[src/rtl/move_scheduler.sv]
// Move scheduler: owns the single board write port, runs read-check-write for
// human and AI moves, kicks the win checker, and tracks turn and game-over state.
module move_scheduler #(
    parameter int AI_TIMEOUT = 15,
    parameter int CNT_W      = 4
) (
    input  logic       clk,
    input  logic       reset,
    input  logic       i_ai_en,
    input  logic       i_hum_valid,
    output logic       o_hum_ready,
    input  logic [1:0] i_hum_player,
    input  logic [1:0] i_hum_row,
    input  logic [1:0] i_hum_col,
    output logic       o_ai_start,
    input  logic       i_ai_done,
    input  logic [1:0] i_ai_row,
    input  logic [1:0] i_ai_col,
    output logic [3:0] o_brd_addr,
    input  logic [1:0] i_brd_rd_data,
    output logic       o_brd_we,
    output logic [1:0] o_brd_wdata,
    output logic       o_chk_start,
    input  logic       i_chk_done,
    input  logic [1:0] i_chk_win,
    output logic [1:0] o_turn,
    output logic       o_err,
    output logic [2:0] o_err_code,
    output logic       o_game_over,
    output logic [1:0] o_win
);

    typedef enum logic [2:0] {
        IDLE, READ, WRITE, CHK_START, CHK_WAIT, AI_START, AI_WAIT, OVER
    } state_t;

    localparam logic [1:0] P_X = 2'b01;
    localparam logic [1:0] P_O = 2'b10;
    localparam logic [CNT_W-1:0] CNT_LAST = CNT_W'(AI_TIMEOUT - 1);

    function automatic logic [3:0] cell_idx(input logic [1:0] row, input logic [1:0] col);
        cell_idx = ({2'b00, row} * 4'd3) + {2'b00, col};
    endfunction

    state_t           r_state, w_state_nxt;
    logic [1:0]       r_turn, w_turn_nxt, w_turn_tog;
    logic             r_o_ai, w_o_ai_nxt;
    logic             r_is_ai, w_is_ai_nxt;
    logic [CNT_W-1:0] r_cnt, w_cnt_nxt;
    logic [3:0]       r_addr, w_addr_nxt;
    logic             w_err;
    logic [2:0]       r_err_code, w_err_code;
    logic             r_game_over, w_game_over_nxt;
    logic [1:0]       r_win, w_win_nxt;
    logic             r_hum_ready, r_ai_start, r_brd_we, r_chk_start, r_err;
    logic [1:0]       r_brd_wdata;
    logic             w_accept;

    assign w_accept   = i_hum_valid & r_hum_ready;
    assign w_turn_tog = (r_turn == P_X) ? P_O : P_X;

    // Next-state, move checking and error selection
    always_comb begin
        w_state_nxt     = r_state;
        w_turn_nxt      = r_turn;
        w_o_ai_nxt      = r_o_ai;
        w_is_ai_nxt     = r_is_ai;
        w_cnt_nxt       = r_cnt;
        w_addr_nxt      = r_addr;
        w_err           = 1'b0;
        w_err_code      = r_err_code;
        w_game_over_nxt = r_game_over;
        w_win_nxt       = r_win;
        case (r_state)
            IDLE: begin
                if (!w_accept) begin
                    w_state_nxt = IDLE;
                end else if (i_hum_row == 2'd3 || i_hum_col == 2'd3 ||
                             (i_hum_player != P_X && i_hum_player != P_O)) begin
                    w_err      = 1'b1;
                    w_err_code = 3'd1;
                end else if (i_hum_player != r_turn) begin
                    w_err      = 1'b1;
                    w_err_code = 3'd2;
                end else begin
                    w_addr_nxt  = cell_idx(i_hum_row, i_hum_col);
                    w_is_ai_nxt = 1'b0;
                    w_state_nxt = READ;
                end
            end
            READ: begin
                if (i_brd_rd_data != 2'b00) begin
                    w_err       = 1'b1;
                    w_err_code  = 3'd3;
                    w_state_nxt = r_is_ai ? AI_START : IDLE;
                end else begin
                    w_state_nxt = WRITE;
                end
            end
            WRITE:     w_state_nxt = CHK_START;
            CHK_START: w_state_nxt = CHK_WAIT;
            CHK_WAIT: begin
                if (!i_chk_done) begin
                    w_state_nxt = CHK_WAIT;
                end else if (i_chk_win != 2'b00) begin
                    w_win_nxt       = i_chk_win;
                    w_game_over_nxt = 1'b1;
                    w_state_nxt     = OVER;
                end else begin
                    // ai_en is only consulted here, when the turn passes
                    w_turn_nxt  = w_turn_tog;
                    w_o_ai_nxt  = (w_turn_tog == P_O) && i_ai_en;
                    w_state_nxt = w_o_ai_nxt ? AI_START : IDLE;
                end
            end
            AI_START: begin
                w_cnt_nxt   = '0;
                w_state_nxt = AI_WAIT;
            end
            AI_WAIT: begin
                if (i_ai_done) begin
                    if (i_ai_row == 2'd3 || i_ai_col == 2'd3) begin
                        w_err       = 1'b1;
                        w_err_code  = 3'd1;
                        w_state_nxt = AI_START;
                    end else begin
                        w_addr_nxt  = cell_idx(i_ai_row, i_ai_col);
                        w_is_ai_nxt = 1'b1;
                        w_state_nxt = READ;
                    end
                end else if (r_cnt == CNT_LAST) begin
                    w_err       = 1'b1;
                    w_err_code  = 3'd5;
                    w_o_ai_nxt  = 1'b0;
                    w_state_nxt = IDLE;
                end else begin
                    w_cnt_nxt = r_cnt + {{(CNT_W-1){1'b0}}, 1'b1};
                end
            end
            OVER: begin
                if (w_accept) begin
                    w_err      = 1'b1;
                    w_err_code = 3'd4;
                end else begin
                    w_err = 1'b0;
                end
            end
            default: w_state_nxt = IDLE;
        endcase
    end

    // State and registered outputs; strobes are decoded from the next state
    always_ff @(posedge clk) begin
        if (reset) begin
            r_state     <= IDLE;
            r_turn      <= P_X;
            r_o_ai      <= 1'b0;
            r_is_ai     <= 1'b0;
            r_cnt       <= '0;
            r_addr      <= 4'd0;
            r_err       <= 1'b0;
            r_err_code  <= 3'd0;
            r_game_over <= 1'b0;
            r_win       <= 2'b00;
            r_hum_ready <= 1'b1;
            r_ai_start  <= 1'b0;
            r_brd_we    <= 1'b0;
            r_brd_wdata <= 2'b00;
            r_chk_start <= 1'b0;
        end else begin
            r_state     <= w_state_nxt;
            r_turn      <= w_turn_nxt;
            r_o_ai      <= w_o_ai_nxt;
            r_is_ai     <= w_is_ai_nxt;
            r_cnt       <= w_cnt_nxt;
            r_addr      <= w_addr_nxt;
            r_err       <= w_err;
            r_err_code  <= w_err_code;
            r_game_over <= w_game_over_nxt;
            r_win       <= w_win_nxt;
            r_hum_ready <= (w_state_nxt == IDLE && (w_turn_nxt == P_X || !w_o_ai_nxt)) ||
                           (w_state_nxt == OVER);
            r_ai_start  <= (w_state_nxt == AI_START);
            r_brd_we    <= (w_state_nxt == WRITE);
            r_brd_wdata <= (w_state_nxt == WRITE) ? w_turn_nxt : 2'b00;
            r_chk_start <= (w_state_nxt == CHK_START);
        end
    end

    assign o_hum_ready = r_hum_ready;
    assign o_ai_start  = r_ai_start;
    assign o_brd_addr  = r_addr;
    assign o_brd_we    = r_brd_we;
    assign o_brd_wdata = r_brd_wdata;
    assign o_chk_start = r_chk_start;
    assign o_turn      = r_turn;
    assign o_err       = r_err;
    assign o_err_code  = r_err_code;
    assign o_game_over = r_game_over;
    assign o_win       = r_win;

endmodule

[config.mk]
export PLATFORM = sky130hd
export DESIGN_NAME = move_scheduler
export DESIGN_NICKNAME = d
export VERILOG_FILES = /design/src/rtl/move_scheduler.sv
export SDC_FILE = /design/constraint.sdc
export NUM_CORES = 1
export LEC_CHECK = 0
export CORE_UTILIZATION = 45
export DETAILED_ROUTE_END_ITERATION = 8
export GPL_TIMING_DRIVEN = 0
export PLACE_DENSITY = 0.76
export REMOVE_ABC_BUFFERS = 1
export SLEW_MARGIN = 20
export SYNTH_ARGS = -nofsm -noshare
export SYNTH_HDL_FRONTEND = slang
export SYNTH_SLANG_ARGS = --single-unit
export TNS_END_PERCENT = 1
[constraint.sdc]
create_clock -name clk -period 1.95 [get_ports clk]
set_input_delay 0.39 -clock clk [delete_from_list [all_inputs] [get_ports clk]]
set_output_delay 0.39 -clock clk [all_outputs]
set_load 0.01 [all_outputs]
==> impl_metrics.env, run 1 <==
export IMPL_holdBufCountCts=0
export IMPL_crit_path_max_incr_delay_ps=550
export IMPL_drt_iter0_drc=49
export IMPL_tightest_slew_ps=734
export IMPL_portBuffers=38
export IMPL_coreArea_um2=3660
export IMPL_switching_share_pct=23.3
export IMPL_areaGrowthSynthToFinish_pct=34.6
export IMPL_crit_path_start="i_ai_row[0]"
export IMPL_maxSlewViolCount=0
export IMPL_async_reset_ff_share_pct=0
export IMPL_timing_fmax_ghz=0.512
export IMPL_setup_viol=1
export IMPL_layout_setup_ws_ps=-4.90
export IMPL_die_area_um2=4080
export IMPL_cp_end_kind="register"
export IMPL_hold_violations=0
export IMPL_slowest_stage="fa_1"
export IMPL_place_hpwl_um=2790
export IMPL_ant_nets=0
export IMPL_required_ps=2100
export IMPL_ys_seq_area_share_pct=32.5
export IMPL_row_count=22
export IMPL_place_gp_congestion=0.829
export IMPL_cts_tree="done"
export IMPL_drive_gt1_share_pct=15.1
export IMPL_ioPinCount=39
export IMPL_slew_headroom_pct=50.9
export IMPL_internal_power_w=0.000960
export IMPL_die_w_um=63.9
export IMPL_routedWlPerCell_um=13.2
export IMPL_worst_clock_skew_ps=8.31
export IMPL_root_buffer="clkbuf_8"
export IMPL_hold_path_startpoint="o_err_code[2]$_SDFFE_PP0P_"
export IMPL_final_min_clock_period_ps=1950
export IMPL_grt_pass1_wl_um=6510
export IMPL_p_leak_nw=0.894
export IMPL_syn_inst=197
export IMPL_grt_pass1_vias=1443
export IMPL_arrival_ps=2100
export IMPL_antenna_found_initial=0
export IMPL_yosysUniqueCellTypes=54
export IMPL_synth_edf_count=0
export IMPL_crit_chain="clkdlybuf4s15_2 > fa_1 > ha_1 > inv_1 > fa_1 > mux2i_1 > mux2i_1 > nor2_1"
export IMPL_totalWireLength_um=3790
export IMPL_cts_made_buffers=3
export IMPL_netlist_area_leader_share_pct=32.5
export IMPL_ys_top_cells_by_count="28 x dfxtp_1, 22 x nand2_1, 21 x nor2_1, 14 x a21oi_1, 14 x inv_1"
export IMPL_final_period_utilization_pct=100
export IMPL_ir_worst_vdd_mv=0.410
export IMPL_critical_path_max_fanout=3
export IMPL_ys_warn_count=0
export IMPL_setup_tns_ps=-4.90
export IMPL_htree_levels=1
export IMPL_overflow=0
export IMPL_synth_most_common_cell="dfxtp_1"
export IMPL_start_kind="input pin"
export IMPL_p_per_area_nw_per_um2=539
export IMPL_r2r_start="r_cnt[0]$_SDFFE_PP0P_"
export IMPL_netlist_top_cells_area="dfxtp_1 33%, ha_1 5.8%, nand2_1 4.8%"
export IMPL_clk_latency_ps=280
export IMPL_status="finished with violations"
export IMPL_netlist_area_um2=1720
export IMPL_clk_pin_slew_ps=100
export IMPL_pwr_share_seq_pct=47.0
export IMPL_yosys_area_top_type="dfxtp_1"
export IMPL_clockBufferDepth=2
export IMPL_diodes=0
export IMPL_cts_sinks=28
export IMPL_holdCritPathClass="reg -> reg"
export IMPL_nNetsFinal=272
export IMPL_p_comb_share_pct=16.3
export IMPL_track_usage_pct=20.5
export IMPL_pwr_share_clk_pct=36.7
export IMPL_violations="negative setup slack"
export IMPL_power_switching_w=0.000292
export IMPL_initial_core_util_pct=47.1
export IMPL_drv_cap=0
export IMPL_power_w=0.00125
export IMPL_viasPerCell=5.40
export IMPL_synth_seq_cells=28
export IMPL_grt_setup_unrepaired="yes"
export IMPL_grt_max_degree=21
export IMPL_fill_cells=304
export IMPL_vias=1549
export IMPL_crit_type="in -> reg"
export IMPL_yosys_most_used_dff="dfxtp_1"
export IMPL_avgSynthCellArea_um2=8.75
export IMPL_dr_pass1_iters=4
export IMPL_drt_drc_violations_left=0
export IMPL_die_y_um=63.9
[cell families after synthesis]
| kind of cell | after synthesis | synth area share [%] |
|---|---|---|
| flip-flops | 28 | 32.5 |
| XOR/XNOR | 7 | 3.99 |
| buffers and inverters | 22 | 6.17 |
| multiplexers | 9 | 5.30 |
| adder cells (fa/ha/maj) | 12 | 10.5 |
| AO/OA/AOI/OAI | 42 | 17.3 |
| AND/OR/NAND/NOR | 77 | 24.2 |
[worst paths after layout]
check	to	slack [ps]	cells after the start
worst max-delay path	o_brd_addr[2]$_SDFFE_PP0P_	-5	8
worst min-delay path	o_err_code[2]$_SDFFE_PP0P_	470	2
worst max register to register	r_cnt[1]$_SDFFE_PP0P_	110	8
worst min register to register	o_err_code[2]$_SDFFE_PP0P_	470	2
[layout make-up]
cell class	instances	area, um2	share of cell area, %
Sequential cell	28	567	24.4
Inverter	15	56.3	2.43
Tap cell	48	60.1	2.59
Clock inverter	1	30.0	1.29
Multi-Input combinational cell	147	1120	48.4
Clock buffer	3	41.3	1.78
Timing Repair Buffer	45	444	19.1
[timing repair]
action,in CTS,in global routing
setup buffers,6,1
endpoints found under the setup margin,19,15
gates resized for setup,32,6
pin swaps,7,4
[layout by cell type (no fill, tap or decap), types with 2 or more instances in the layout]
master            n
dlygate4sd2_1     5
clkdlybuf4s15_2   2
clkbuf_8          3
and3_1            2
buf_4             6
mux2i_1           8
o21ai_0           7
nor2_1           21
nand2b_1          3
or3_1             3
nand3b_1          2
nor2b_1           5
o22ai_1           3
nor3_1            3
o211ai_1          2
dfxtp_2           2
xnor2_1           2
nor3_4            2
fa_1              4
a21oi_4           2
dlymetal6s2s_1    3
a311oi_1          2
clkdlybuf4s50_1  25
nand2_1          22
inv_1            14
nand3_1           2
xor2_1            2
ha_1              8
xnor2_2           2
dfxtp_1          25
a21oi_1          12
clkdlybuf4s15_1   2
[critical path, delay by kind of cell]
family / cells / cell delay (ps)
buf+inv: 2 / 270
simple gates: 1 / 60
fa+ha+maj: 3 / 1170
mux: 2 / 220
[flip-flops by register name, indices dropped and copies added, names as in the netlist]
| register | count |
|---|---|
| o_chk_start | 1 |
| r_state | 3 |
| o_brd_we | 1 |
| r_is_ai | 1 |
| o_brd_addr | 4 |
| r_o_ai | 1 |
| o_err | 1 |
| o_turn | 2 |
| o_brd_wdata | 2 |
| o_hum_ready | 1 |
| o_ai_start | 1 |
| o_err_code | 3 |
| o_win | 2 |
| o_game_over | 1 |
| r_cnt | 4 |
[per-stage QoR]
step / setup slack, ps / cells / util (%) / hold slack, ps / area [um2]
4_1_cts: -9.18 / 286 / 62.5 / 468 / 2290
3_5_place_dp: -792 / 276 / 57.8 / 454 / 2110
5_1_grt: -62.9 / 287 / 63.4 / 490 / 2320
3_3_place_gp: -766 / 276 / 57.8 / 445 / 2110
6_report: -4.90 / 287 / 63.4 / 466 / 2320
2_1_floorplan: 45.1 / 190 / - / 459 / 1670
[power groups by stage]
stage	Sequential [W]	Clock, W	Combinational (W)
finish	0.000588	0.000460	0.000203
global route	0.000590	0.000499	0.000227
CTS	0.000590	0.000474	0.000204
detailed placement	0.000603	0	0.000194
global placement	0.000603	0	0.000190
floorplan	0.000607	0	0.0000907
[routing by layer]
metal / vias to the layer above / part of all wire (%) / track usage (%)
li1: 776 / - / -
met1: 720 / 45 / 27.1
met2: 48 / 49 / 33.9
met3: 5 / 4.8 / 2.14
met4: 0 / 1.7 / 8.52
met5: - / 0 / 0
Note: power is estimated with default switching activity, not from simulation.
==> run 2, diff against run 1 <==
--- a/config.mk
+++ b/config.mk
@@ -5,10 +5,11 @@
 export SDC_FILE = /design/constraint.sdc
 export NUM_CORES = 1
 export LEC_CHECK = 0
-export CORE_UTILIZATION = 45
+export CORE_UTILIZATION = 47
+export CTS_BUF_LIST = sky130_fd_sc_hd__clkbuf_8
 export DETAILED_ROUTE_END_ITERATION = 8
 export GPL_TIMING_DRIVEN = 0
-export PLACE_DENSITY = 0.76
+export PLACE_DENSITY = 0.78
 export REMOVE_ABC_BUFFERS = 1
 export SLEW_MARGIN = 20
 export SYNTH_ARGS = -nofsm -noshare
==> impl_metrics.env, run 2 (synthesis gave the netlist of run 1 again) <==
export IMPL_cts_sinks=28
export IMPL_setup_viol=1
export IMPL_pwr_share_seq_pct=47.2
export IMPL_areaGrowthSynthToFinish_pct=31.8
export IMPL_overflow=0
export IMPL_reg2reg_depth=6
export IMPL_track_usage_pct=20.1
export IMPL_cp_end_kind="register"
export IMPL_htree_levels=1
export IMPL_mostFrequentLayoutCells="27 x clkdlybuf4s50_1, 24 x dfxtp_1, 22 x nand2_1, 21 x nor2_1, 14 x inv_1"
export IMPL_setup_tns_ps=-22.1
export IMPL_p_comb_share_pct=16.0
export IMPL_ant_nets=0
export IMPL_dr_pass1_iters=4
export IMPL_power_switching_w=0.000290
export IMPL_routedWlPerCell_um=13.2
export IMPL_ioPinCount=39
export IMPL_holdCritPathClass="reg -> reg"
export IMPL_nNetsFinal=271
export IMPL_status="finished with violations"
export IMPL_clk_pin_slew_ps=100
export IMPL_ir_worst_vdd_mv=0.562
export IMPL_regArea_um2=568
export IMPL_die_w_um=62.6
export IMPL_cts_tree="done"
export IMPL_switching_share_pct=23.2
export IMPL_totalWireLength_um=3750
export IMPL_vias=1550
export IMPL_row_count=21
export IMPL_grt_max_degree=21
export IMPL_pre_cts_ws_ps=-826
export IMPL_die_y_um=62.6
export IMPL_layout_setup_ws_ps=-22.1
export IMPL_hold_violations=0
export IMPL_pwr_share_clk_pct=36.8
export IMPL_diodes=0
export IMPL_clk_latency_ps=280
export IMPL_critical_path_max_fanout=2
export IMPL_place_gp_congestion=0.897
export IMPL_fill_cells=293
export IMPL_crit_chain="dlygate4sd2_1 > fa_1 > ha_1 > inv_1 > fa_1 > mux2i_1 > mux2i_1 > nor2_1"
export IMPL_grt_pass1_vias=1432
export IMPL_drt_drc_violations_left=0
export IMPL_drive_gt1_share_pct=13.0
export IMPL_final_common_cell="clkdlybuf4s50_1"
export IMPL_grt_pass1_wl_um=6290
export IMPL_internal_power_w=0.000957
export IMPL_holdPathStages=2
export IMPL_slowest_stage="fa_1"
export IMPL_viasPerCell=5.46
export IMPL_crit_path_max_incr_delay_ps=500
export IMPL_antenna_found_initial=0
export IMPL_tightest_slew_ps=745
export IMPL_die_area_um2=3910
export IMPL_final_min_clock_period_ps=1970
export IMPL_p_per_area_nw_per_um2=549
export IMPL_maxSlewViolCount=0
export IMPL_start_kind="input pin"
export IMPL_place_hpwl_um=2770
export IMPL_cts_made_buffers=3
export IMPL_grt_setup_unrepaired="yes"
export IMPL_clockBufferDepth=2
export IMPL_timing_fmax_ghz=0.507
export IMPL_multi_input_area_um2=1090
export IMPL_violations="negative setup slack"
export IMPL_holdWs_ps=462
export IMPL_arrival_ps=2120
export IMPL_initial_core_util_pct=50.5
export IMPL_required_ps=2100
export IMPL_drv_cap=0
export IMPL_crit_type="in -> reg"
export IMPL_slew_headroom_pct=50.2
export IMPL_portBuffers=38
export IMPL_cp_num_cells=8
export IMPL_final_period_utilization_pct=101
export IMPL_p_leak_nw=0.867
export IMPL_worst_clock_skew_ps=4.33
export IMPL_coreArea_um2=3420
export IMPL_root_buffer="clkbuf_8"
export IMPL_critPathTopFamily="adder cells"
export IMPL_cp_num_buf_inv=2
export IMPL_drt_iter0_drc=135
-- run 2: power by group through the flow --
stage	clock, W	sequential [W]	combinational [W]
global placement	0	0.000602	0.000190
finish	0.000459	0.000588	0.000200
CTS	0.000466	0.000590	0.000201
floorplan	0	0.000607	0.0000907
detailed placement	0	0.000603	0.000194
global route	0.000490	0.000590	0.000224
-- run 2: layout make-up --
| type | count | area share [%] |
|---|---|---|
| clock buffer | 3 | 1.82 |
| clock inverter | 1 | 1.32 |
| inverter | 15 | 2.48 |
| multi-input combinational | 147 | 48.2 |
| sequential | 28 | 25.0 |
| tap | 46 | 2.53 |
| timing repair buffer | 44 | 18.7 |
-- run 2: final timing paths --
| check | startpoint | endpoint | slack, ps |
|---|---|---|---|
| max | i_hum_col[1] | o_brd_addr[2]$_SDFFE_PP0P_ | -20 |
| min | o_win[0]$_SDFFE_PP0P_ | o_win[0]$_SDFFE_PP0P_ | 460 |
| max reg2reg | r_state[2]$_SDFF_PP0_ | r_cnt[1]$_SDFFE_PP0P_ | 90 |
| min reg2reg | o_win[0]$_SDFFE_PP0P_ | o_win[0]$_SDFFE_PP0P_ | 460 |
-- run 2: timing repair --
item                       4_1_cts  5_1_grt
pin swaps                        4        1
hold buffers                     0        0
cloned                           0        0
resized for setup               22        5
hold endpoints to repair         0        0
buffers inserted                 3        3
setup endpoints to repair       18       15
-- run 2: worst reg2reg max path: stages (launching register included) --
cell and delay [ps]:
dfxtp_2 510, nand3b_1 230, nor3_4 340, buf_4 170, mux2i_1 230, o22ai_1 120, and2_1 170
-- run 2: layer usage --
| metal | global-route usage [%] | wire (um) | vias up |
|---|---|---|---|
| li1 | - | - | 773 |
| met1 | 25.7 | 1700 | 724 |
| met2 | 34.4 | 1800 | 51 |
| met3 | 4.01 | 219 | 2 |
| met4 | 5.23 | 19 | 0 |
| met5 | 0 | 0 | - |
-- run 2: metrics by stage --
step           area, um2  utilization, %  cells  power (W)
2_1_floorplan       1670               -    190   0.000698
3_3_place_gp        2110            61.8    274   0.000793
3_5_place_dp        2110            61.8    274   0.000797
4_1_cts             2240            65.6    281    0.00126
5_1_grt             2270            66.5    284    0.00130
6_report            2270            66.5    284    0.00125
==> run 3, diff against run 2 <==
--- a/config.mk
+++ b/config.mk
@@ -5,11 +5,13 @@
 export SDC_FILE = /design/constraint.sdc
 export NUM_CORES = 1
 export LEC_CHECK = 0
+export ABC_CLOCK_PERIOD_IN_PS = 1950
+export CAP_MARGIN = 0
 export CORE_UTILIZATION = 47
 export CTS_BUF_LIST = sky130_fd_sc_hd__clkbuf_8
 export DETAILED_ROUTE_END_ITERATION = 8
 export GPL_TIMING_DRIVEN = 0
-export PLACE_DENSITY = 0.78
+export PLACE_DENSITY = 0.77
 export REMOVE_ABC_BUFFERS = 1
 export SLEW_MARGIN = 20
 export SYNTH_ARGS = -nofsm -noshare
==> impl_metrics.env, run 3 (synthesis gave the netlist of run 1 again) <==
export IMPL_status="completed"
export IMPL_clk_latency_ps=280
export IMPL_overflow=0
export IMPL_mostFrequentLayoutCells="25 x clkdlybuf4s50_1, 24 x dfxtp_1, 22 x nand2_1, 21 x nor2_1, 14 x inv_1"
export IMPL_hold_violations=0
export IMPL_maxSlewViolCount=0
export IMPL_holdCritPathClass="reg -> reg"
export IMPL_cts_tree="done"
export IMPL_areaGrowthSynthToFinish_pct=34.4
export IMPL_met1_length_um=1770
export IMPL_dr_pass1_iters=4
export IMPL_worst_clock_skew_ps=1.74
export IMPL_viasPerCell=5.53
export IMPL_p_comb_share_pct=16.7
export IMPL_ant_nets=0
export IMPL_tightest_slew_ps=814
export IMPL_final_period_utilization_pct=99.8
export IMPL_die_w_um=62.6
export IMPL_root_buffer="clkbuf_8"
export IMPL_die_area_um2=3910
export IMPL_place_gp_congestion=0.850
export IMPL_routedWlPerCell_um=14.5
export IMPL_required_ps=2090
export IMPL_totalWireLength_um=4120
export IMPL_antenna_found_initial=0
export IMPL_grt_setup_unrepaired="yes"
export IMPL_setup_viol=0
export IMPL_holdBufCountCts=0
export IMPL_routed_top_layer="met4"
export IMPL_arrival_ps=2090
export IMPL_crit_type="in -> reg"
export IMPL_slowest_stage="fa_1"
export IMPL_place_hpwl_um=2810
export IMPL_grt_max_degree=21
export IMPL_routed_wl_met3_um=264
export IMPL_ioPinCount=39
export IMPL_coreArea_um2=3420
export IMPL_initial_core_util_pct=50.5
export IMPL_start_kind="input pin"
export IMPL_critical_path_max_fanout=2
export IMPL_pwr_share_seq_pct=46.8
export IMPL_die_y_um=62.6
export IMPL_diodes=0
export IMPL_drv_cap=0
export IMPL_crit_chain="clkdlybuf4s15_2 > fa_1 > ha_1 > inv_1 > fa_1 > mux2i_1 > mux2i_1 > nor2_1"
export IMPL_htree_levels=1
export IMPL_grt_pass1_vias=1422
export IMPL_final_instance_count_excl_fill=284
export IMPL_pre_cts_ws_ps=-815
export IMPL_switching_share_pct=23.5
export IMPL_track_usage_pct=20.7
export IMPL_final_min_clock_period_ps=1950
export IMPL_clockBufferDepth=2
export IMPL_p_per_area_nw_per_um2=542
export IMPL_fill_cells=277
export IMPL_clk_pin_slew_ps=90
export IMPL_drt_drc_violations_left=0
export IMPL_ir_worst_vdd_mv=0.282
export IMPL_final_common_cell="clkdlybuf4s50_1"
export IMPL_p_leak_nw=0.898
export IMPL_vias=1571
export IMPL_wl_met2_um=2020
export IMPL_slew_headroom_pct=45.7
export IMPL_setup_tns_ps=0
export IMPL_crit_path_max_incr_delay_ps=560
export IMPL_drive_gt1_share_pct=15.5
export IMPL_cp_end_kind="register"
export IMPL_r2r_slack_ps=90
export IMPL_row_count=21
export IMPL_drt_iter0_drc=115
export IMPL_grt_pass1_wl_um=6490
export IMPL_cts_made_buffers=3
export IMPL_layout_setup_ws_ps=4.10
export IMPL_regArea_um2=568
export IMPL_internal_power_w=0.000962
export IMPL_pwr_share_clk_pct=36.5
export IMPL_power_switching_w=0.000295
export IMPL_timing_fmax_ghz=0.514
export IMPL_cts_sinks=28
export IMPL_nNetsFinal=271
export IMPL_portBuffers=38
export IMPL_dp_cells=274
export IMPL_multi_input_area_um2=1130
run 3: per-layer routing:
| metal | GRT usage, % | vias up |
|---|---|---|
| met5 | 0 | - |
| met4 | 9.30 | 0 |
| met3 | 3.65 | 7 |
| met2 | 31.9 | 66 |
| met1 | 28.2 | 724 |
| li1 | - | 774 |
run 3: path summary, 6_finish.rpt:
| kind | startpoint | to | depth (start not counted) |
|---|---|---|---|
| hold / removal | o_win[0]$_SDFFE_PP0P_ | o_win[0]$_SDFFE_PP0P_ | 2 |
| setup reg to reg | r_cnt[0]$_SDFFE_PP0P_ | o_hum_ready$_SDFF_PP1_ | 7 |
| hold reg to reg | o_win[0]$_SDFFE_PP0P_ | o_win[0]$_SDFFE_PP0P_ | 2 |
| setup / recovery | i_ai_col[1] | o_brd_addr[2]$_SDFFE_PP0P_ | 8 |
run 3: repair_timing:
item | 4_1_cts | 5_1_grt
pin swaps | 5 | 5
setup endpoints to repair | 18 | 15
buffers inserted | 2 | 4
resized for setup | 25 | 15
hold endpoints to repair | 0 | 0
run 3: stage by stage:
stage	total power, W	hold WS, ps	utilization [%]	cell area [um2]
6_report	0.00126	462	67.8	2320
5_1_grt	0.00131	502	67.8	2320
4_1_cts	0.00126	468	65.6	2240
3_5_place_dp	0.000794	451	61.8	2110
3_3_place_gp	0.000790	447	61.8	2110
2_1_floorplan	0.000698	459	-	1670
run 3: layout make-up:
class                      instances  share of cell area [%]
clock buffer                       3                    1.78
multi-input combinational        147                    48.7
sequential                        28                    24.5
inverter                          15                    2.43
clock inverter                     1                    1.30
timing repair buffer              44                    18.8
tap                               46                    2.48
run 3: power groups by stage:
stage                     logic (W)  registers [W]  clock network (W)
after global routing       0.000229       0.000590           0.000496
after detailed placement   0.000191       0.000603                  0
after floorplan           0.0000907       0.000607                  0
after global placement     0.000188       0.000602                  0
after CTS                  0.000198       0.000589           0.000468
final                      0.000209       0.000588           0.000459
run 3: worst max-delay path: cells and delay by family:
family        cells  cell delay [ps]
fa+ha+maj         3             1170
buf+inv           2              260
mux               2              210
simple gates      1               60
